--- config.mk ---
export PLATFORM = sky130hd
export DESIGN_NAME = dmem_arbiter
export DESIGN_NICKNAME = d
export VERILOG_FILES = /design/src/rtl/dmem_pkg.sv /design/src/rtl/dmem_arbiter_starve_counter.sv /design/src/rtl/dmem_arbiter.sv
export SDC_FILE = /design/constraint.sdc
export NUM_CORES = 1
export LEC_CHECK = 0
export BUFFER_PORTS_ARGS = -buffer_cell sky130_fd_sc_hd__buf_2
export CAP_MARGIN = 20
export CORE_AREA = 2 2 106 108
export CTS_BUF_LIST = sky130_fd_sc_hd__clkbuf_8
export DETAILED_ROUTE_END_ITERATION = 8
export DIE_AREA = 0 0 108 110
export HOLD_SLACK_MARGIN = 0.05
export MAX_ROUTING_LAYER = met4
export PLACE_DENSITY = 0.68
export SLEW_MARGIN = 20
export SYNTH_ARGS = -nofsm -noshare
export SYNTH_HDL_FRONTEND = slang
export SYNTH_SLANG_ARGS = --single-unit
export TNS_END_PERCENT = 30
--- constraint.sdc ---
create_clock -name clk -period 5 [get_ports clk]
set_input_delay 0.5 -clock clk [delete_from_list [all_inputs] [get_ports clk]]
set_output_delay 0.5 -clock clk [all_outputs]
set_load 0.005 [all_outputs]
--- src/rtl/dmem_pkg.sv ---
// dmem_pkg: shared widths, byte-enable constants and grant port encoding for the data-memory arbiter
package dmem_pkg;
  localparam int DATA_W = 32;
  localparam int ADDR_W = 32;
  localparam logic [3:0] BE_BYTE0 = 4'b0001;
  localparam logic [3:0] BE_BYTE1 = 4'b0010;
  localparam logic [3:0] BE_BYTE2 = 4'b0100;
  localparam logic [3:0] BE_BYTE3 = 4'b1000;
  localparam logic [3:0] BE_HALF_LO = 4'b0011;
  localparam logic [3:0] BE_HALF_HI = 4'b1100;
  localparam logic [3:0] BE_WORD = 4'b1111;
  typedef enum logic {PORT_IF = 1'b0, PORT_LS = 1'b1} port_e;
endpackage

--- src/rtl/dmem_arbiter_starve_counter.sv ---
// arb_starve_counter: saturating conflict counter (clk, rst, i_clr, i_inc in; o_at_max out when count == MAX)
module arb_starve_counter #(
  parameter int MAX = 3,
  parameter int W = MAX > 0 ? $clog2(MAX + 1) : 1
) (
  input  logic clk,
  input  logic rst,
  input  logic i_clr,
  input  logic i_inc,
  output logic o_at_max
);
  logic [W-1:0] r_cnt;
  assign o_at_max = r_cnt == W'(MAX);
  always_ff @(posedge clk) begin
    if (rst || i_clr) r_cnt <= '0;
    else if (i_inc && !o_at_max) r_cnt <= r_cnt + W'(1);
  end
endmodule

--- src/rtl/dmem_arbiter.sv ---
// dmem_arbiter: ls-priority arbiter with if starvation guard over a single-port memory (if_*/ls_* requesters, mem_* memory side, 1-cycle registered read data)
module dmem_arbiter #(
  parameter int DATA_W = dmem_pkg::DATA_W,
  parameter int ADDR_W = dmem_pkg::ADDR_W,
  parameter int STARVE_MAX = 3
) (
  input  logic              clk,
  input  logic              rst,
  input  logic              if_req,
  input  logic [ADDR_W-1:0] if_addr,
  output logic              if_gnt,
  output logic              if_rvalid,
  output logic [DATA_W-1:0] if_rdata,
  input  logic              ls_req,
  input  logic              ls_we,
  input  logic [3:0]        ls_be,
  input  logic [ADDR_W-1:0] ls_addr,
  input  logic [DATA_W-1:0] ls_wdata,
  output logic              ls_gnt,
  output logic              ls_rvalid,
  output logic [DATA_W-1:0] ls_rdata,
  output logic [ADDR_W-1:0] mem_addr,
  output logic [DATA_W-1:0] mem_wdata,
  output logic [3:0]        mem_wea,
  input  logic [DATA_W-1:0] mem_rdata
);
  import dmem_pkg::*;
  port_e w_sel;
  logic w_at_max;
  logic w_ls_rd;
  logic [ADDR_W-1:0] w_addr;
  logic r_if_rvalid;
  logic r_ls_rvalid;
  assign if_gnt = !rst && if_req && (!ls_req || w_at_max);
  assign ls_gnt = !rst && ls_req && !if_gnt;
  assign w_ls_rd = ls_gnt && !ls_we;
  assign w_sel = ls_gnt ? PORT_LS : PORT_IF;
  assign w_addr = w_sel == PORT_LS ? ls_addr : if_addr;
  assign mem_addr = w_addr & ~ADDR_W'(3);
  assign mem_wea = (ls_gnt && ls_we) ? ls_be : 4'b0000;
  assign mem_wdata = ls_wdata;
  // a response in flight when reset arrives is dropped, not delivered
  assign if_rvalid = r_if_rvalid && !rst;
  assign ls_rvalid = r_ls_rvalid && !rst;
  arb_starve_counter #(.MAX(STARVE_MAX)) u_starve (
    .clk     (clk),
    .rst     (rst),
    .i_clr   (if_gnt),
    .i_inc   (ls_gnt && if_req),
    .o_at_max(w_at_max)
  );
  always_ff @(posedge clk) begin
    if (rst) begin
      r_if_rvalid <= 1'b0;
      r_ls_rvalid <= 1'b0;
      if_rdata <= '0;
      ls_rdata <= '0;
    end else begin
      r_if_rvalid <= if_gnt;
      r_ls_rvalid <= w_ls_rd;
      if (if_gnt) if_rdata <= mem_rdata;
      if (w_ls_rd) ls_rdata <= mem_rdata;
    end
  end
endmodule

==> metrics.json, run 1 <==
{
  "htreeDepth": 3,
  "synthToLayoutAreaGrowth_pct": 29.6,
  "vias": 2666,
  "yosys.area.top_type": "sky130_fd_sc_hd__dfxtp_1",
  "vias_per_cell": 4.37,
  "setup_repair_after_global_routing_missed_its_margin": "no",
  "fp.coreArea_um2": 10700,
  "most_frequent_cell_after_synthesis": "sky130_fd_sc_hd__dfxtp_1",
  "cts_hold_repair.buffers": 0,
  "grt_pass1_wl_um": 13100,
  "cts_clock_pin_slew_for_the_worst_setup_and_hold_paths_ns": 0.07,
  "clock_insertion_delay_worst_skew_ns": 0.34,
  "postCtsSetupRepairBufs": 0,
  "slew_violations": 0,
  "worst_setup_path_end_kind": "output port",
  "chipHeight_um": 110,
  "top_cells_by_count_synth": "sky130_fd_sc_hd__dfxtp_1, sky130_fd_sc_hd__mux2_2, sky130_fd_sc_hd__nor2b_1",
  "synth_top_cells_by_area": "sky130_fd_sc_hd__dfxtp_1, sky130_fd_sc_hd__mux2_2, sky130_fd_sc_hd__mux2_4",
  "holdCritPathClass": "in -> reg",
  "synth_seq_cells": 68,
  "cp_data_required_time_ns": 4.50,
  "post-route-drc-count": 0,
  "number_of_inserted_diodes": 0,
  "wl_met3_um": 768,
  "post_synth_edffs": 0,
  "detailedPlacementHpwl_um": 7160,
  "drt_pass1_iterations": 4,
  "design_power_total_mw": 1.31,
  "portBuffers": 202,
  "yosys.cell_types.count": 24,
  "worst_slew_margin_rel_pct": 55.2,
  "drt_iter0_drc": 93,
  "tritoncts": "built",
  "peak_vdd_ir_mv": 0.165,
  "io_pins": 273,
  "setup_viol_count_final": 0,
  "via_count_of_the_first_global_routing_pass": 2517,
  "crit_chain": "ha_1 > nor2b_1 > or3b_2 > buf_4 > inv_1 > buf_2",
  "crit_path_category": "reg -> out",
  "detail_route.wirelength_um": 9460,
  "run_status": "finished clean",
  "globalplace.congestion": 0.721,
  "synth_area_um2": 3510,
  "worstPathMaxFanout": 18,
  "grt-ovfl-total": 0,
  "max_cap_violations": 0,
  "finalHoldViolCount": 0,
  "start_kind": "flip-flop",
  "cts_inserted_buffers": 9,
  "grt_max_degree": 62,
  "final.min_clock_period_ns": 2.83,
  "worstRegToRegCells": 5,
  "finalNetCount": 604,
  "cts_num_sinks": 68,
  "worstPathArrival_ns": 2.33,
  "power_leakage_nw": 2.47,
  "worst_clock_skew_ns": 0.00887,
  "area_enclosed_by_the_die_boundary_um2": 11900,
  "timing.setup.tns_ns": 0,
  "clock-root-buffer": "sky130_fd_sc_hd__clkbuf_8",
  "timing.critical_path.slowest_stage_cell": "sky130_fd_sc_hd__or3b_2",
  "met2WireLength_um": 4810,
  "ant_nets": 0,
  "clk_path_buf_depth": 2,
  "worst-slew-pin-transition_ns": 0.672,
  "globalRouteTotalUtil_pct": 15.1,
  "cpPeakStageDelay_ns": 0.57,
  "power-per-cell-area_nw_per_um2": 287,
  "cell_depth_of_the_worst_hold_path": 2,
  "highest-signal-layer": "met4",
  "synth-seq-area-share_pct": 38.7,
  "avgRoutedWirePerCell_um": 15.5,
  "final_min_period_over_clock_period_pct": 56.5,
  "post_cts_resized": 0,
  "fp-row-count": 38,
  "die_x_um": 108,
  "synth_largest_type_area_fraction_pct": 38.7,
  "post_synthesis_instance_total": 299,
  "synth_ff_type": "sky130_fd_sc_hd__dfxtp_1",
  "avgSynthCellArea_um2": 11.8,
  "asyncSetResetFlopFracSynth_pct": 0,
  "wl_met1_um": 3830,
  "antenna_violations_before_repair": 0,
  "number_of_synthesis_warnings": 0,
  "initial_utilization_pct": 32.8,
  "fraction_of_final_layout_cells_sized_beyond_drive_strength_1_pct": 67.0,
  "highest_clock_frequency_the_design_can_meet_ghz": 0.354
}
[flip-flops by register name, summed over array words and instances, names as in the netlist]
| name | count |
|---|---|
| ls_rdata | 32 |
| r_if_rvalid | 1 |
| u_starve.r_cnt | 2 |
| if_rdata | 32 |
| r_ls_rvalid | 1 |
[cell type report]
type | count | area (um^2)
well taps | 140 | 175
inverters | 3 | 11.3
flip-flops and latches | 68 | 1360
fillers | 1040 | 6140
repair buffers | 207 | 1050
clock buffers | 10 | 138
clock inverters | 5 | 77.6
multi-input cells | 177 | 1740
[where the power goes]
part	switching [mW]	internal [mW]	total, mW	leakage (nW)
clock	0.219	0.290	0.509	0.114
sequential	0.0132	0.572	0.586	0.558
combinational	0.0855	0.127	0.213	1.79
total	0.317	0.990	1.31	2.47
[per-stage QoR]
step           cell area (um^2)  hold WS, ns  instances  setup WS (ns)  utilization, %
6_report                   4550        0.387        610           2.17            42.6
5_1_grt                    4550        0.363        610           1.98            42.6
4_1_cts                    4540        0.364        609           2.09            42.5
3_5_place_dp               4330        0.475        594           2.31            40.4
3_3_place_gp               4330        0.458        594           2.32            40.4
2_1_floorplan              3520        0.449        300           2.95               -
[metal layers]
metal	vias to the layer above	track usage, %
met1	1235	17.0
met4	0	3.39
met2	132	26.4
met5	-	-
li1	1292	-
met3	7	4.94
[cell families (layout without fill, tap and decap cells)]
group           Yosys count  after routing  synth area share, %
other cells               1              2                0.107
buf+inv                  55            225                 11.9
mux                      94             94                 33.1
simple gates             78             78                 15.4
compound gates            1              1                0.142
flops                    68             68                 38.7
xor+xnor                  1              1                0.249
fa+ha+maj                 1              1                0.356
[layout by cell type, fill, tap and decap left out]
| cell | count |
|---|---|
| sky130_fd_sc_hd__mux2_2 | 63 |
| sky130_fd_sc_hd__nor3_4 | 1 |
| sky130_fd_sc_hd__nand2b_1 | 1 |
| sky130_fd_sc_hd__ha_1 | 1 |
| sky130_fd_sc_hd__buf_2 | 202 |
| sky130_fd_sc_hd__buf_4 | 4 |
| sky130_fd_sc_hd__and2b_1 | 22 |
| sky130_fd_sc_hd__inv_1 | 4 |
| sky130_fd_sc_hd__clkinv_4 | 1 |
| sky130_fd_sc_hd__a21oi_1 | 1 |
| sky130_fd_sc_hd__dfxtp_1 | 68 |
| sky130_fd_sc_hd__nor3_1 | 1 |
| sky130_fd_sc_hd__or3b_2 | 1 |
| sky130_fd_sc_hd__bufinv_16 | 2 |
| sky130_fd_sc_hd__nor4_4 | 1 |
| sky130_fd_sc_hd__clkinv_2 | 1 |
| sky130_fd_sc_hd__clkbuf_8 | 10 |
| sky130_fd_sc_hd__conb_1 | 2 |
| sky130_fd_sc_hd__mux2_1 | 3 |
| sky130_fd_sc_hd__xnor2_1 | 1 |
| sky130_fd_sc_hd__mux2_4 | 28 |
| sky130_fd_sc_hd__nand3_1 | 1 |
| sky130_fd_sc_hd__nor2b_1 | 45 |
| sky130_fd_sc_hd__buf_6 | 1 |
| sky130_fd_sc_hd__and2_1 | 1 |
| sky130_fd_sc_hd__and3_1 | 4 |
[worst max-delay path: cells and delay by family (launching register included)]
kind / cells / cell delay, ns
adder cells (fa/ha/maj): 1 / 0.21
flip-flops: 1 / 0.33
AND/OR/NAND/NOR: 2 / 0.70
buffers and inverters: 3 / 0.74
[final timing paths]
kind | slack [ns] | start | end
setup reg to reg | 2.88 | u_starve.r_cnt[0] | if_rdata[28]
hold reg to reg | 0.48 | u_starve.r_cnt[1] | u_starve.r_cnt[1]
setup / recovery | 2.17 | u_starve.r_cnt[0] | if_gnt
hold / removal | 0.39 | mem_rdata[4] | ls_rdata[4]
Note: power is estimated with default switching activity, not from simulation.
==> run 2, diff against run 1 <==
- clock period: 5 -> 2.9 ns (I/O delays scaled with it)
==> run 2 against run 1 <==
- clock skew is 0.0014 ns higher
- cell count down 0.16%
- core utilization is 0.37 points lower
- via count fell by 0.26%
- hold slack lost 0.20 ns
- wire length shrank 2.0%
- count of clock-buffer cells in the layout fell by 1
- die area unchanged
- global-route usage fell by 0.50 points
- combinational power up 72%
- highest routed layer unchanged
- largest power group unchanged
- critical path depth did not move
==> metrics.json, run 2 (synthesis gave the netlist of run 1 again) <==
{
  "cts_inserted_buffers": 9,
  "holdCritPathClass": "in -> reg",
  "finalNetCount": 604,
  "largest_registers": "if_rdata (32), ls_rdata (32), u_starve.r_cnt (2)",
  "slew_violations": 0,
  "timing.critical_path.slowest_stage_cell": "sky130_fd_sc_hd__mux2_2",
  "highest_clock_frequency_the_design_can_meet_ghz": 0.407,
  "setup_repair_after_global_routing_missed_its_margin": "no",
  "die_x_um": 108,
  "final_min_period_over_clock_period_pct": 84.7,
  "path_buf_inv": 2,
  "critical_path_cell_count": 6,
  "grt_max_degree": 61,
  "antenna_violations_before_repair": 0,
  "postCtsSetupRepairBufs": 0,
  "number_of_inserted_diodes": 0,
  "via_count_of_the_first_global_routing_pass": 2528,
  "detail_route.wirelength_um": 9270,
  "worstRegToRegCells": 5,
  "area_enclosed_by_the_die_boundary_um2": 11900,
  "fp.coreArea_um2": 10700,
  "synthToLayoutAreaGrowth_pct": 28.5,
  "post_cts_resized": 0,
  "critPathTopFamily": "buffers and inverters",
  "globalRouteTotalUtil_pct": 14.7,
  "start_kind": "flip-flop",
  "worst_setup_path_end_kind": "output port",
  "tritoncts": "built",
  "vias": 2659,
  "ant_nets": 0,
  "avgRoutedWirePerCell_um": 15.2,
  "switchingPower_mw": 0.525,
  "most_common_cell_after_layout_fill_and_taps_aside": "sky130_fd_sc_hd__buf_2",
  "peak_vdd_ir_mv": 0.210,
  "run_status": "finished clean",
  "initial_utilization_pct": 32.8,
  "clock-root-buffer": "sky130_fd_sc_hd__clkbuf_8",
  "drt_pass1_iterations": 4,
  "cts_hold_repair.buffers": 0,
  "crit_chain": "ha_1 > and2_1 > nor3_4 > buf_4 > mux2_2 > buf_2",
  "finalHoldViolCount": 0,
  "worstPathArrival_ns": 2.17,
  "critical_path.reg2reg.startpoint": "u_starve.r_cnt[0]",
  "fraction_of_final_layout_cells_sized_beyond_drive_strength_1_pct": 67.2,
  "power-per-cell-area_nw_per_um2": 469,
  "final.min_clock_period_ns": 2.46,
  "vias_per_cell": 4.37,
  "clock_insertion_delay_worst_skew_ns": 0.34,
  "power_switching_share_pct": 24.8,
  "grt-ovfl-total": 0,
  "design_power_total_mw": 2.12,
  "setup_viol_count_final": 0,
  "critical_path.startpoint": "u_starve.r_cnt[0]",
  "cts_num_sinks": 68,
  "cell_depth_of_the_worst_hold_path": 2,
  "portBuffers": 202,
  "min_from": "mem_rdata[10]",
  "chipHeight_um": 110,
  "max_cap_violations": 0,
  "power_leakage_nw": 2.44,
  "worstPathMaxFanout": 35,
  "timing.setup.tns_ns": 0,
  "clkPwrFrac_pct": 34.9,
  "drt_iter0_drc": 65,
  "globalplace.congestion": 0.715,
  "cts_clock_pin_slew_for_the_worst_setup_and_hold_paths_ns": 0.07,
  "io_pins": 273,
  "cpPeakStageDelay_ns": 0.42,
  "detailedPlacementHpwl_um": 7170,
  "worst_clock_skew_ns": 0.0103,
  "clk_path_buf_depth": 2,
  "grt_pass1_wl_um": 12900,
  "post-route-drc-count": 0,
  "fp-row-count": 38,
  "internal-power_mw": 1.59,
  "layout.filler_cells": 1037,
  "worst_slew_margin_rel_pct": 52.7,
  "power.share.sequential_pct": 47.7,
  "comb_power_share_pct": 17.4,
  "cp_data_required_time_ns": 2.61,
  "htreeDepth": 3,
  "most-common-layout-cells": "sky130_fd_sc_hd__buf_2, sky130_fd_sc_hd__dfxtp_1, sky130_fd_sc_hd__mux2_2",
  "crit_path_category": "reg -> out",
  "worst-slew-pin-transition_ns": 0.710
}
## run 2: cell count changes in the layout (fill, tap and decap cells not counted)
| cell | delta |
|---|---|
| sky130_fd_sc_hd__clkinvlp_4 | +2 |
| sky130_fd_sc_hd__buf_4 | +1 |
| sky130_fd_sc_hd__buf_6 | -1 |
| sky130_fd_sc_hd__bufinv_16 | -1 |
| sky130_fd_sc_hd__clkbuf_8 | -1 |
| sky130_fd_sc_hd__clkinv_2 | +1 |
| sky130_fd_sc_hd__clkinv_4 | -1 |
| sky130_fd_sc_hd__inv_1 | -1 |
## run 2: final cells by class
type / instances / area (um^2) / area share [%]
repair buffers: 207 / 1050 / 23.2
flip-flops and latches: 68 / 1360 / 30.2
clock buffers: 9 / 124 / 2.74
inverters: 3 / 11.3 / 0.250
well taps: 140 / 175 / 3.88
clock inverters: 5 / 55.1 / 1.22
multi-input cells: 177 / 1740 / 38.5
## run 2: worst paths after layout
kind / to / slack [ns]
worst min-delay path: if_rdata[10] / 0.19
worst max-delay path: mem_addr[28] / 0.44
worst min register to register: u_starve.r_cnt[1] / 0.48
worst max register to register: if_rdata[28] / 0.75
## run 2: layer usage
metal	track usage [%]	wire (um)	share of wire, %
met1	16.1	3700	40
met2	26.0	4800	52
met4	2.29	28	0.30
met3	5.35	741	8.0
met5	-	0	0
## run 2: metrics by stage
step | utilization, % | hold WS [ns] | instance area [um^2] | cells | setup WS, ns
after floorplan | - | 0.418 | 3520 | 300 | 1.07
after global placement | 40.5 | 0.458 | 4330 | 595 | 0.735
final | 42.2 | 0.190 | 4510 | 609 | 0.444
after global routing | 42.2 | 0.173 | 4510 | 609 | 0.329
after detailed placement | 40.5 | 0.471 | 4330 | 595 | 0.713
after CTS | 42.2 | 0.165 | 4510 | 609 | 0.415
## run 2: power by group through the flow
stage	sequential, mW	combinational [mW]	clock (mW)
global route	1.02	0.401	0.816
CTS	1.01	0.374	0.775
finish	1.01	0.367	0.739
global placement	1.03	0.364	0
detailed placement	1.03	0.373	0
floorplan	1.04	0.226	0
